`src/rtl/dispense_pkg.sv`:
```
// Shared types and helpers for the PWM dispense arbiter: FSM state encoding,
// default sizing constants and the round-robin winner search.
package dispense_pkg;

    typedef enum logic [1:0] {
        ST_IDLE  = 2'd0,
        ST_RUN   = 2'd1,
        ST_GUARD = 2'd2
    } state_e;

    localparam int DEF_NUM_CH = 4;
    localparam int DEF_DUTY_W = 8;
    localparam int MAX_CH     = 8;
    localparam int PTR_W      = 3;

    // First requester at or after ptr, wrapping modulo n (n <= MAX_CH, ptr < n).
    function automatic logic [PTR_W-1:0] rr_pick(
        input logic [MAX_CH-1:0] req,
        input logic [PTR_W-1:0]  ptr,
        input int                n
    );
        logic [PTR_W-1:0] pick;
        logic             found;
        int               idx;
        pick  = '0;
        found = 1'b0;
        for (int i = 0; i < MAX_CH; i++) begin
            idx = int'(ptr) + i;
            if (idx >= n) idx = idx - n;
            if ((i < n) && !found && req[PTR_W'(idx)]) begin
                pick  = PTR_W'(idx);
                found = 1'b1;
            end
        end
        return pick;
    endfunction

endpackage

```
`src/rtl/pwm_core.sv`:
```
// PWM counter pair for one dispense grant: tick counter, period counter,
// latched duty compare and end-of-run detection.
module pwm_core #(
    parameter int DUTY_W      = 8,
    parameter int RUN_PERIODS = 64
) (
    input  logic              clk,
    input  logic              rst,
    input  logic              en,
    input  logic              clr,
    input  logic              pwm_tick,
    input  logic [DUTY_W-1:0] duty,
    output logic              pwm_o,
    output logic              last_tick
);

    localparam int PER_W = (RUN_PERIODS > 1) ? $clog2(RUN_PERIODS) : 1;

    logic [DUTY_W-1:0] cnt_q, cnt_d;
    logic [PER_W-1:0]  per_q, per_d;
    logic [DUTY_W-1:0] duty_q, duty_d;
    logic              pwm_q, pwm_d;
    logic              cnt_wrap;

    assign cnt_wrap  = &cnt_q;
    assign last_tick = en && pwm_tick && cnt_wrap && (per_q == PER_W'(RUN_PERIODS - 1));

    // pwm_q always equals (en && cnt_q < duty_q) for the state being entered,
    // so the registered output lines up with the counter it describes.
    always_comb begin
        cnt_d  = cnt_q;
        per_d  = per_q;
        duty_d = duty_q;
        pwm_d  = 1'b0;
        if (clr) begin
            cnt_d  = '0;
            per_d  = '0;
            duty_d = duty;
            pwm_d  = (duty != '0);
        end else if (en) begin
            if (pwm_tick) begin
                cnt_d = cnt_q + 1'b1;
                if (cnt_wrap) per_d = per_q + 1'b1;
            end
            pwm_d = !last_tick && (cnt_d < duty_q);
        end
    end

    always_ff @(posedge clk) begin
        if (rst) begin
            cnt_q  <= '0;
            per_q  <= '0;
            duty_q <= '0;
            pwm_q  <= 1'b0;
        end else begin
            cnt_q  <= cnt_d;
            per_q  <= per_d;
            duty_q <= duty_d;
            pwm_q  <= pwm_d;
        end
    end

    assign pwm_o = pwm_q;

endmodule

```
`src/rtl/pwm_dispense_arbiter.sv`:
```
// Round-robin arbiter time-sharing one PWM generator across dispense channels.
// Optional post-run dead time is enabled by defining PWM_DISPENSE_GUARD_EN.
module pwm_dispense_arbiter
    import dispense_pkg::*;
#(
    parameter int NUM_CH      = DEF_NUM_CH,
    parameter int DUTY_W      = DEF_DUTY_W,
    parameter int RUN_PERIODS = 64
`ifdef PWM_DISPENSE_GUARD_EN
    ,
    parameter int GUARD_TICKS = 512
`endif
) (
    input  logic                       clock_test,
    input  logic                       rst,
    input  logic                       pwm_tick,
    input  logic [NUM_CH-1:0]          req,
    input  logic [NUM_CH*DUTY_W-1:0]   duty_cfg,
    output logic [NUM_CH-1:0]          grant,
    output logic [$clog2(NUM_CH)-1:0]  pwm_sel,
    output logic                       pwm_o,
    output logic [NUM_CH-1:0]          done,
    output logic                       busy
);

    localparam int SEL_W = $clog2(NUM_CH);

    state_e             state_q, state_d;
    logic [SEL_W-1:0]   rr_ptr_q, rr_ptr_d;
    logic [SEL_W-1:0]   sel_q, sel_d;
    logic [NUM_CH-1:0]  grant_q, grant_d;
    logic [NUM_CH-1:0]  done_q, done_d;
    logic               busy_q, busy_d;
    logic               core_en, core_clr, last_tick;
    logic [SEL_W-1:0]   winner;
    logic [DUTY_W-1:0]  duty_arr [NUM_CH];

`ifdef PWM_DISPENSE_GUARD_EN
    localparam int GW = $clog2(GUARD_TICKS + 1);
    logic [GW-1:0] guard_q, guard_d;
`endif

    for (genvar gi = 0; gi < NUM_CH; gi++) begin : g_duty
        assign duty_arr[gi] = duty_cfg[gi*DUTY_W +: DUTY_W];
    end

    assign winner = SEL_W'(rr_pick(MAX_CH'(req), PTR_W'(rr_ptr_q), NUM_CH));

    always_comb begin
        state_d  = state_q;
        rr_ptr_d = rr_ptr_q;
        sel_d    = sel_q;
        grant_d  = grant_q;
        done_d   = '0;
        busy_d   = busy_q;
        core_clr = 1'b0;
        core_en  = (state_q == ST_RUN);
`ifdef PWM_DISPENSE_GUARD_EN
        guard_d  = guard_q;
`endif
        case (state_q)
            ST_IDLE: begin
                if (|req) begin
                    core_clr = 1'b1;
                    grant_d  = NUM_CH'(1) << winner;
                    sel_d    = winner;
                    busy_d   = 1'b1;
                    rr_ptr_d = (int'(winner) == NUM_CH - 1) ? '0 : winner + SEL_W'(1);
                    state_d  = ST_RUN;
                end
            end
            ST_RUN: begin
                if (last_tick) begin
                    done_d  = grant_q;
                    grant_d = '0;
                    sel_d   = '0;
`ifdef PWM_DISPENSE_GUARD_EN
                    guard_d = '0;
                    state_d = ST_GUARD;
`else
                    busy_d  = 1'b0;
                    state_d = ST_IDLE;
`endif
                end
            end
`ifdef PWM_DISPENSE_GUARD_EN
            ST_GUARD: begin
                if (pwm_tick) begin
                    if (guard_q == GW'(GUARD_TICKS - 1)) begin
                        busy_d  = 1'b0;
                        state_d = ST_IDLE;
                    end else begin
                        guard_d = guard_q + 1'b1;
                    end
                end
            end
`endif
            default: state_d = ST_IDLE;
        endcase
    end

    always_ff @(posedge clock_test) begin
        if (rst) begin
            state_q  <= ST_IDLE;
            rr_ptr_q <= '0;
            sel_q    <= '0;
            grant_q  <= '0;
            done_q   <= '0;
            busy_q   <= 1'b0;
`ifdef PWM_DISPENSE_GUARD_EN
            guard_q  <= '0;
`endif
        end else begin
            state_q  <= state_d;
            rr_ptr_q <= rr_ptr_d;
            sel_q    <= sel_d;
            grant_q  <= grant_d;
            done_q   <= done_d;
            busy_q   <= busy_d;
`ifdef PWM_DISPENSE_GUARD_EN
            guard_q  <= guard_d;
`endif
        end
    end

    pwm_core #(
        .DUTY_W      (DUTY_W),
        .RUN_PERIODS (RUN_PERIODS)
    ) u_core (
        .clk       (clock_test),
        .rst       (rst),
        .en        (core_en),
        .clr       (core_clr),
        .pwm_tick  (pwm_tick),
        .duty      (duty_arr[winner]),
        .pwm_o     (pwm_o),
        .last_tick (last_tick)
    );

    assign grant   = grant_q;
    assign pwm_sel = sel_q;
    assign done    = done_q;
    assign busy    = busy_q;

endmodule

```
`config.mk`:
```
export PLATFORM = sky130hd
export DESIGN_NAME = pwm_dispense_arbiter
export DESIGN_NICKNAME = d
export VERILOG_FILES = /design/src/rtl/dispense_pkg.sv /design/src/rtl/pwm_core.sv /design/src/rtl/pwm_dispense_arbiter.sv
export SDC_FILE = /design/constraint.sdc
export NUM_CORES = 1
export LEC_CHECK = 0
export ABC_AREA = 0
export ABC_CLOCK_PERIOD_IN_PS = 2750
export CAP_MARGIN = 20
export CORE_ASPECT_RATIO = 1.75
export CORE_MARGIN = 4
export CORE_UTILIZATION = 45
export CTS_BUF_LIST = sky130_fd_sc_hd__clkbuf_8
export CTS_CLUSTER_SIZE = 25
export DETAILED_ROUTE_END_ITERATION = 6
export PLACE_DENSITY = 0.85
export SLEW_MARGIN = 10
export SYNTH_ARGS = -nofsm -noshare
export SYNTH_HDL_FRONTEND = slang
export SYNTH_SLANG_ARGS = --single-unit
```
`constraint.sdc`:
```
create_clock -name clock_test -period 2.75 [get_ports clock_test]
set_clock_uncertainty 0.1 [all_clocks]
set_input_delay 0.275 -clock clock_test [delete_from_list [all_inputs] [get_ports clock_test]]
set_output_delay 0.275 -clock clock_test [all_outputs]
set_load 0.02 [all_outputs]
```
# Yosys cells after proc, flatten, opt, wreduce, memory -nomap -nowiden
# Index checks and enable logic that the tools add are counted.
# op_classes
addsub	10
mul	0
n_div	0
n_lt_le_gt_ge	10
eq_ne	5
shifts	1
mux	45
n_bitwise	3
reduce_logical	22
# ops
op	count
8-bit 2-to-1 mux	5
3-bit by 5-bit less-than comparator with 1-bit output (second input constant)	4
1-bit 2-to-1 mux	17
8-bit binary-select mux with 2-bit select	1
2-bit 2-to-1 mux	8
1-bit binary-select mux with 3-bit select	4
3-bit >= comparator (second input constant)	4
3-bit 2-to-1 mux	4
10-bit AND reduction	1
3-bit subtractor (second input constant)	3
8-bit by 1-bit adder with 8-bit output (second input constant)	1
8-bit less-than comparator	1
4-bit 2-to-1 mux	2
2-bit case mux with 2 select lines	2
4-bit case mux with 2 select lines	1
8-bit AND reduction	1
8-bit nonzero test	1
1-bit logical AND	7
2-bit by 2-bit adder with 3-bit output (second input constant)	2
6-bit by 1-bit adder with 6-bit output (second input constant)	1
6-bit == test (second input constant)	1
2-bit by 1-bit == test with 1-bit output (second input constant)	2
1-bit zero test	4
2-bit inequality test (second input constant)	2
15 further kinds	17
# word_totals
reg_bits	38
latchBits	0
ramBits	0
rom_bits	0
inputBits	39
out_inout_bits	12
word_cells	106
mem_count	0

# Logic depth before layout (Yosys ltp)
# Gate-level depths: netlist of run 1.
# depth
depth_word	21
depth_mapped	13
ltp_nobuf	11

# Hierarchy
# Synthesis of run 1 repeated with hierarchy kept, for this count alone.
# hier_totals
hier_cells	237
hier_area_um2	2097.0
# by_module_without_submodules
module	instances	cells_each	area_each_um2	seq_area_each_um2
pwm_core	1	148	1280.0	460.4
pwm_dispense_arbiter	1	89	817.0	260.2

# Worst setup path before layout of run 1
# OpenSTA, ideal clock, no wires.
# synth_timing
path_kind	register to register
startpoint	register rr_ptr_q[0]
endpoint	register u_core.pwm_q, in the netlist u_core.pwm_o
setup_time_ps	136
arrival_ps	2599
t_required_ps	2514
setup_slack_ps	-84
stages_incl_launch_ff	12
n_path_buf	2
synth_period_minus_slack_ps	2834
cell_sequence	dfxtp_1 -> buf_4 -> inv_1 -> ha_1 -> nor2_1 -> a221o_1 -> a211oi_2 -> buf_6 -> mux2i_1 -> mux2i_1 -> o41ai_2 -> o311ai_1
# synth_between
elab_chain_len	21
elab_cells_between_ends	46
classes_between	7 x add/sub; 4 x order compare; 27 x mux; 1 x bitwise; 7 x reduce/logical
# synth_rtl
element	line_no	text
start: declaration	pwm_dispense_arbiter.sv:29	logic [SEL_W-1:0] rr_ptr_q, rr_ptr_d;
start signal: assignment	pwm_dispense_arbiter.sv:115	rr_ptr_q <= rr_ptr_d;
parallel branches: the longest is 14 deep, another holds 2-bit by 1-bit adder with 3-bit output	n/a	
2-bit 2-to-1 mux (*)	dispense_pkg.sv:30	if ((i < n) && !found && req[PTR_W'(idx)]) begin
2-bit NOT with 3-bit output (implied by the code) (*)	pwm_dispense_arbiter.sv:135	.duty (duty_arr[winner]),
8-bit binary-select mux with 2-bit select (*)	pwm_dispense_arbiter.sv:135	
8-bit 2-to-1 mux (implied by the code) (*) (2 in a row)	pwm_dispense_arbiter.sv:135	
8-bit nonzero test (*)	pwm_core.sv:39	pwm_d = (duty != '0);
1-bit 2-to-1 mux (*)	pwm_core.sv:35	if (clr) begin
end signal: assignment	pwm_core.sv:59	pwm_q <= pwm_d;
end: declaration	pwm_core.sv:22	logic pwm_q, pwm_d;
# Every way passes the cells marked *. The select of a mux whose other input is x is not followed.
# A chain may end at the register's enable or synchronous reset.

# Worst setup path in the final report of run 1
# layout_timing
startpoint	input req[0]
endpoint	register u_core.pwm_q, in the netlist u_core.pwm_o
# layout_between
elab_chain_len	19
elab_cells_between_ends	34
classes_between	25 x mux; 1 x bitwise; 8 x reduce/logical
# layout_rtl
element	line_no	text
start: declaration	pwm_dispense_arbiter.sv:17	input logic [NUM_CH-1:0] req,
1-bit binary-select mux with 3-bit select	dispense_pkg.sv:30	
1-bit 2-to-1 mux (implied by the code) (2 in a row)	dispense_pkg.sv:30	
1-bit 2-to-1 mux	dispense_pkg.sv:30	
1-bit zero test	dispense_pkg.sv:30	
1-bit logical AND	dispense_pkg.sv:30	
1-bit 2-to-1 mux	dispense_pkg.sv:30	
1-bit zero test	dispense_pkg.sv:30	
1-bit logical AND	dispense_pkg.sv:30	
1-bit 2-to-1 mux	dispense_pkg.sv:30	
1-bit zero test	dispense_pkg.sv:30	
1-bit logical AND	dispense_pkg.sv:30	
2-bit 2-to-1 mux	dispense_pkg.sv:30	
2-bit NOT with 3-bit output (implied by the code)	pwm_dispense_arbiter.sv:135	
8-bit binary-select mux with 2-bit select	pwm_dispense_arbiter.sv:135	
8-bit 2-to-1 mux (implied by the code) (2 in a row)	pwm_dispense_arbiter.sv:135	
8-bit nonzero test	pwm_core.sv:39	
1-bit 2-to-1 mux (*)	pwm_core.sv:35	
# Mark *: on every way between the ends. The rest lies on a longest branch, timed or not. The select of a mux whose other input is x is not followed.

==> run metrics, run 1 <==
max-slew violations=0; Mapped Cells=between 200 and 300; final worst setup slack=~130 ps; Pwr Density=~830 nW/µm²; final setup vio count=0; number of synthesized flops with an enable pin=0; layout net count=~390; CTS H-tree depth=2; WL final=5230 µm; All-Layer GR Usage=0.184; Fillers=~360; register bit total from synthesis=36; clk buf depth=2; HP Class=flip-flop to flip-flop; CTS tree=yes; nature of the critical path startpoint=input port; sequential element share of the synthesized area=0.323; cell taking the most area after synthesis=dfxtp_1; CP Depth=11; register area=slightly above 700 µm²; ys async rst share=0; Rows=33; Worst EP required=around 2800 ps; top post-synthesis cells by area=dfxtp_1 32%, mux2i_1 8.5%, ha_1 7.8%; clock-pin slew of the registers on the worst-case setup and hold paths=70 ps; Initial DRT Pass Iterations=4; most instantiated cells after synthesis=37 x nand2_1, 36 x dfxtp_1, 25 x nor2_1; Yosys warning count=0; CP Capture Type=flip-flop; initial antenna violation count=0; Crit Path Class=input port to flip-flop; I/O pin count=51; drt wl/cell=13.5 µm; Crit path buffers/inverters=4; slowest CP cell=mux4_2; Mapped Nets=318; overall power=around 2.6 mW; die height=just over 100 µm; static leakage=approximately 1.3 nW; Num CTS Buffers=5; post-layout min period=2620 ps; Slew @ Worst Pin=between 900 and 1000 ps; Avg Inst Size Synth=between 8 and 9 µm²; Post-Syn Area=2230 µm²; DR vias=roughly 2100; CP max stage delay=~490 ps; Post-route DRC=0; initial drt markers=between 40 and 50; Hold Path Stages=2; most common cell in the netlist=nand2_1; Fin Hold WS=approximately 360 ps; crit path max fanout=10; first-pass GRT wire length=between 8000 and 9000 µm; Reg2Reg Depth=12; share of layout cells above drive strength 1=0.158; hold buffer count at cts=0; largest net degree at the start of global routing=21; Sum Neg Setup Slack=0 ps; library cells used by synthesis=43; combined area of the multi-input logic cells=around 1400 µm²; gpl congestion=approximately 0.8; full die area=slightly above 6000 µm²; Antenna diodes=0; Layout Utilization=0.653; vias in the first global route=about 2200; Fmax achieved=381 MHz; pre-CTS setup slack=-331 ps; core area=4750 µm²; Final period util=0.954; Initial Util=0.470; Slew HR=0.375; Detail Placement HPWL=between 4000 and 5000 µm; MaxCap Viol Count=0; Synth Flop Type=dfxtp_1; GRT overflow=0; worst vdd ir=0.000700 V; RSZ-0062 raised after global routing=true; clk sinks=36; Port Buf Inserts=50; Die W=61.2 µm; area fraction of the dominant cell type after synthesis=0.323; clk root buf=clkbuf_8; status=finished, final reports clean; Area growth syn-to-layout=38.8%; Routed Antenna Nets=0; Arrival @ worst endpoint=2680 ps; CP Cell Sequence=clkdlybuf4s50_1, buf_4, mux4_2, a311oi_2, a211oi_4, buf_12, buf_4, mux2i_1, mux2i_1, o41ai_2, o311ai_1; DR vias/cell=5.43; Hold Vio Cnt, Final=0; Clk Latency, worst-skew pair=a little under 300 ps; CP delay by family, top=buffers and inverters
==> flip-flops by register name, indices dropped and copies added, names as in the netlist <==
| register | cells |
|---|---|
| busy | 1 |
| u_core.duty_q | 8 |
| u_core.cnt_q | 8 |
| rr_ptr_q | 2 |
| pwm_sel | 2 |
| done | 4 |
| u_core.pwm_o | 1 |
| u_core.per_q | 6 |
| grant | 4 |
==> cells in the final DEF, fill, tap and decap left out, types with 4 or more instances in the layout <==
cell             instances
nor2_1                  25
and2_1                   4
inv_1                   12
ha_1                    13
xnor2_1                  7
o211ai_1                 6
o21ai_0                  5
mux2i_1                 18
clkbuf_8                 5
nand3_1                 10
dfxtp_1                 35
a21oi_1                 20
nand2_1                 37
buf_4                   26
mux2_2                   5
clkdlybuf4s50_1         48
xor2_1                  11
==> report_power, final <==
| group | internal (mW) | switching (mW) | total [mW] | leakage (nW) |
|---|---|---|---|---|
| clock network | 0.265 | 0.187 | 0.452 | 0.0593 |
| logic | 0.774 | 0.703 | 1.48 | 0.954 |
| registers | 0.604 | 0.0478 | 0.652 | 0.294 |
| total | 1.64 | 0.937 | 2.58 | 1.31 |
==> path summary, 6_finish.rpt <==
path | start | end | slack, ps
max | req[0] | u_core.pwm_o | 130
min | u_core.duty_q[1] | u_core.duty_q[1] | 360
max reg2reg | rr_ptr_q[0] | u_core.pwm_o | 130
min reg2reg | u_core.duty_q[1] | u_core.duty_q[1] | 360
==> metal layers <==
| layer | wire length (µm) | global-route usage | share of wire |
|---|---|---|---|
| met2 | 2940 | 0.336 | 0.56 |
| met5 | 0 | 0 | 0 |
| met3 | 215 | 0.0357 | 0.041 |
| met4 | 106 | 0.0952 | 0.020 |
| met1 | 1970 | 0.187 | 0.38 |
==> worst reg2reg max path: cells and delay by family (launching register included) <==
family                   cells  cell delay, ps
AO/OA/AOI/OAI                4             710
AND/OR/NAND/NOR              2             530
buffers and inverters        3             390
adder cells (fa/ha/maj)      1             160
flip-flops                   1             340
multiplexers                 2             270
==> timing repair <==
action	in CTS	in global routing
hold endpoints to repair	0	0
setup buffers	4	0
pin swaps	1	2
gates resized for setup	0	7
setup endpoints to repair	6	3
==> kinds of logic (layout without fill, tap and decap cells) <==
logic type,count (synthesis),count (layout),synth area share
fa+ha+maj,14,14,0.0785
mux,27,27,0.136
compound gates,46,46,0.140
buf+inv,27,98,0.0516
simple gates,97,97,0.201
flops,36,36,0.323
xor+xnor,18,18,0.0706
==> stage by stage <==
| step | cells | area (µm²) |
|---|---|---|
| floorplan | 265 | 2240 |
| global placement | 376 | 2920 |
| detailed placement | 376 | 2920 |
| CTS | 388 | 3070 |
| global route | 388 | 3100 |
| finish | 388 | 3100 |
==> cell type report <==
cell class	instances	area share
inverter	11	0.0133
multi-input combinational	202	0.458
tap	52	0.0210
sequential	36	0.233
clock buffer	5	0.0222
timing repair buffer	79	0.240
clock inverter	3	0.0125
(Power assumes the default switching activity.)
==> run 2: changes to the inputs <==
- CTS_CLUSTER_SIZE: 25 -> 16
- PLACE_DENSITY: 0.85 -> 0.77
- SYNTH_HIERARCHICAL: not set -> 1
==> run metrics, run 2 <==
commonest non-fill, non-tap cell in the layout=clkdlybuf4s50_1 (unchanged); Initial Util=0.472 (was 0.470); most frequent cells in the layout=50 x clkdlybuf4s50_1, 36 x dfxtp_1, 34 x mux2i_1, 27 x nor2_1, 17 x nand2_1 (was 48 x clkdlybuf4s50_1, 37 x nand2_1, 35 x dfxtp_1, 26 x buf_4, 25 x nor2_1); Fin Hold WS=371 ps (was 359 ps); register area=721 µm² (was 722 µm²); MaxCap Viol Count=0 (unchanged); CP max stage delay=470 ps (was 490 ps); Top Registers=u_core/cnt_q: 8 flops, u_core/duty_q: 8 flops, u_core/per_q: 6 flops (was u_core.cnt_q: 8 flops, u_core.duty_q: 8 flops, u_core.per_q: 6 flops); # Post-CTS Setup Buffers=0 (was 4); All-Layer GR Usage=0.159 (was 0.184); post-synthesis mux area share=0.168 (was 0.136); Synth Area in XOR/XNOR=0.0626 (was 0.0706); Port Buf Inserts=50 (unchanged); first-pass GRT wire length=7370 µm (was 8800 µm); gr busiest metal=met2 (unchanged); Reg2Reg Depth=8 (was 12); static leakage=1.15 nW (was 1.31 nW); DR vias/cell=5.22 (was 5.43); Yosys warning count=6 (was 0); Detail Placement HPWL=3440 µm (was 4120 µm); most common cell in the netlist=dfxtp_1 (was nand2_1); post-layout min period=2400 ps (was 2620 ps); Slew @ Worst Pin=474 ps (was 934 ps); status=finished, final reports clean (unchanged); Area growth syn-to-layout=30.5% (was 38.8%); CP Capture Type=flip-flop (unchanged); hold buffer count at cts=0 (unchanged); Crit Path Class=input port to flip-flop (unchanged); I/O pin count=51 (unchanged); DR vias=1780 (was 2105); die height=98.3 µm (was 101 µm); Post-Synth Adder-Cell Area=0.0597 (was 0.0785); gpl congestion=0.741 (was 0.797); CP Depth=9 (was 11); register bit total from synthesis=36 (unchanged); pre-CTS setup slack=39.5 ps (was -331 ps); Routed Antenna Nets=0 (unchanged); Avg Inst Size Synth=8.85 µm² (was 8.42 µm²); combined area of the multi-input logic cells=1240 µm² (was 1420 µm²); final worst setup slack=347 ps (was 127 ps); CTS H-tree depth=2 (unchanged); HP Class=flip-flop to flip-flop (unchanged); Sum Neg Setup Slack=0 ps (unchanged); WL final=4380 µm (was 5230 µm); worst vdd ir=0.000386 V (was 0.000700 V); Hold Vio Cnt, Final=0 (unchanged); Arrival @ worst endpoint=2480 ps (was 2680 ps); Num CTS Buffers=5 (unchanged); Initial DRT Pass Iterations=4 (unchanged); sequential element share of the synthesized area=0.344 (was 0.323); slowest CP cell=o22a_2 (was mux4_2); full die area=5860 µm² (was 6200 µm²); number of synthesized flops with an enable pin=0 (unchanged); Pwr Density=478 nW/µm² (was 833 nW/µm²); share of layout cells above drive strength 1=0.0724 (was 0.158); Layout Utilization=0.616 (was 0.653); Crit path buffers/inverters=1 (was 4); drt wl/cell=12.8 µm (was 13.5 µm); Mapped Nets=286 (was 318); CP Cell Sequence=clkdlybuf4s50_1, a21o_1, a21oi_1, o22a_2, mux2i_1, mux2i_1, nor4_1, a21oi_1, a31o_1 (was clkdlybuf4s50_1, buf_4, mux4_2, a311oi_2, a211oi_4, buf_12, buf_4, mux2i_1, mux2i_1, o41ai_2, o311ai_1); most instantiated cells after synthesis=36 x dfxtp_1, 34 x mux2i_1, 27 x nor2_1 (was 37 x nand2_1, 36 x dfxtp_1, 25 x nor2_1); largest net degree at the start of global routing=18 (was 21); Mapped Cells=237 (was 265); Die W=59.6 µm (was 61.2 µm); crit path max fanout=17 (was 10); Slew HR=0.684 (was 0.375); met3 usage=0.0410 (was 0.0357); CP delay by family, top=compound AO/OA/AOI/OAI gates (was buffers and inverters); Worst EP required=2830 ps (was 2810 ps); Hold Path Stages=2 (unchanged); Post-route DRC=0 (unchanged); Clk Latency, worst-skew pair=280 ps (was 290 ps); main combinational cell family by area after synthesis=simple AND/OR/NAND/NOR gates (unchanged); clock-pin slew of the registers on the worst-case setup and hold paths=70 ps (about the same); vias in the first global route=1719 (was 2171); Compound-Gate Fraction of Synth Area=0.0925 (was 0.140); clk buf depth=2 (unchanged); clk root buf=clkbuf_8 (unchanged); initial drt markers=38 (was 47); RSZ-0062 raised after global routing=false (was true); Rows=32 (was 33); Synth Flop Type=dfxtp_1 (unchanged); cell taking the most area after synthesis=dfxtp_1 (unchanged); Fillers=396 (was 363); final setup vio count=0 (unchanged); Post-Syn Area=2100 µm² (was 2230 µm²); area fraction of the dominant cell type after synthesis=0.344 (was 0.323); layout net count=338 (was 388); CTS tree=yes (unchanged); clk sinks=36 (unchanged); nature of the critical path startpoint=input port (unchanged); core area=4440 µm² (was 4750 µm²); Final period util=0.874 (was 0.954); initial antenna violation count=0 (unchanged); ys async rst share=0 (unchanged); GRT overflow=0 (unchanged); top post-synthesis cells by area=dfxtp_1 34%, mux2i_1 16%, ha_1 6.0% (was dfxtp_1 32%, mux2i_1 8.5%, ha_1 7.8%); Post-Synth Simple-Gate Area=0.210 (was 0.201); Fmax achieved=416 MHz (was 381 MHz); post-CTS sizing=0 (unchanged); met2 Use GR=0.290 (was 0.336); Global Route met1 Usage=0.167 (was 0.187); Antenna diodes=0 (unchanged); max-slew violations=0 (unchanged); library cells used by synthesis=40 (was 43)
run 2: changes by cell type in the layout (fill, tap and decap cells not counted), moves of 3 or more:
| cell | before | now |
|---|---|---|
| ha_1 | 13 | 10 |
| mux2i_1 | 18 | 34 |
| mux2_2 | 5 | 1 |
| buf_4 | 26 | 8 |
| a21oi_1 | 20 | 13 |
| nand2_1 | 37 | 17 |
| o211ai_1 | 6 | 0 |
| and2_1 | 4 | 7 |
run 2: worst register-to-register path: stages (launching register included):
cell     delay, ps
dfxtp_1        370
a21o_1         170
a21oi_1        130
o22a_2         470
mux2i_1        270
mux2i_1        110
nor4_1         280
a21oi_1        110
a31o_1         190
run 2: routing by layer:
layer,share of wire,up-vias
li1,-,931
met1,0.39,808
met2,0.54,37
met3,0.058,4
met4,0.010,0
met5,0,-
run 2: layout make-up:
class	count	area share
flip-flops and latches	36	0.263
clock buffers	5	0.0251
multi-input cells	177	0.454
well taps	51	0.0233
inverters	11	0.0151
clock inverters	3	0.0142
repair buffers	58	0.205
run 2: kinds of logic (layout without fill, tap and decap cells):
| kind of cell | count (synthesis) | count (layout) |
|---|---|---|
| simple gates | 87 | 87 |
| flops | 36 | 36 |
| mux | 35 | 35 |
| compound gates | 30 | 30 |
| buf+inv | 24 | 77 |
| xor+xnor | 15 | 15 |
| fa+ha+maj | 10 | 10 |
run 2: worst paths after layout:
kind	startpoint	end	slack [ps]
worst max register to register	rr_ptr_q[1]	u_core/pwm_o	450
worst max-delay path	req[0]	u_core/pwm_o	350
worst min register to register	pwm_sel[1]	pwm_sel[1]	370
worst min-delay path	pwm_sel[1]	pwm_sel[1]	370
run 2: report_power, final:
part / leakage (nW) / total [mW] / internal, mW / switching [mW]
clock network: 0.0593 / 0.444 / 0.265 / 0.179
registers: 0.293 / 0.568 / 0.548 / 0.0204
logic: 0.796 / 0.294 / 0.160 / 0.134
run 2: stage by stage:
stage | instances | cell area [µm²] | power [mW]
2_1_floorplan | 237 | 2100 | 0.771
3_3_place_gp | 333 | 2630 | 0.872
3_5_place_dp | 333 | 2630 | 0.876
4_1_cts | 341 | 2740 | 1.33
5_1_grt | 341 | 2740 | 1.37
6_report | 341 | 2740 | 1.31
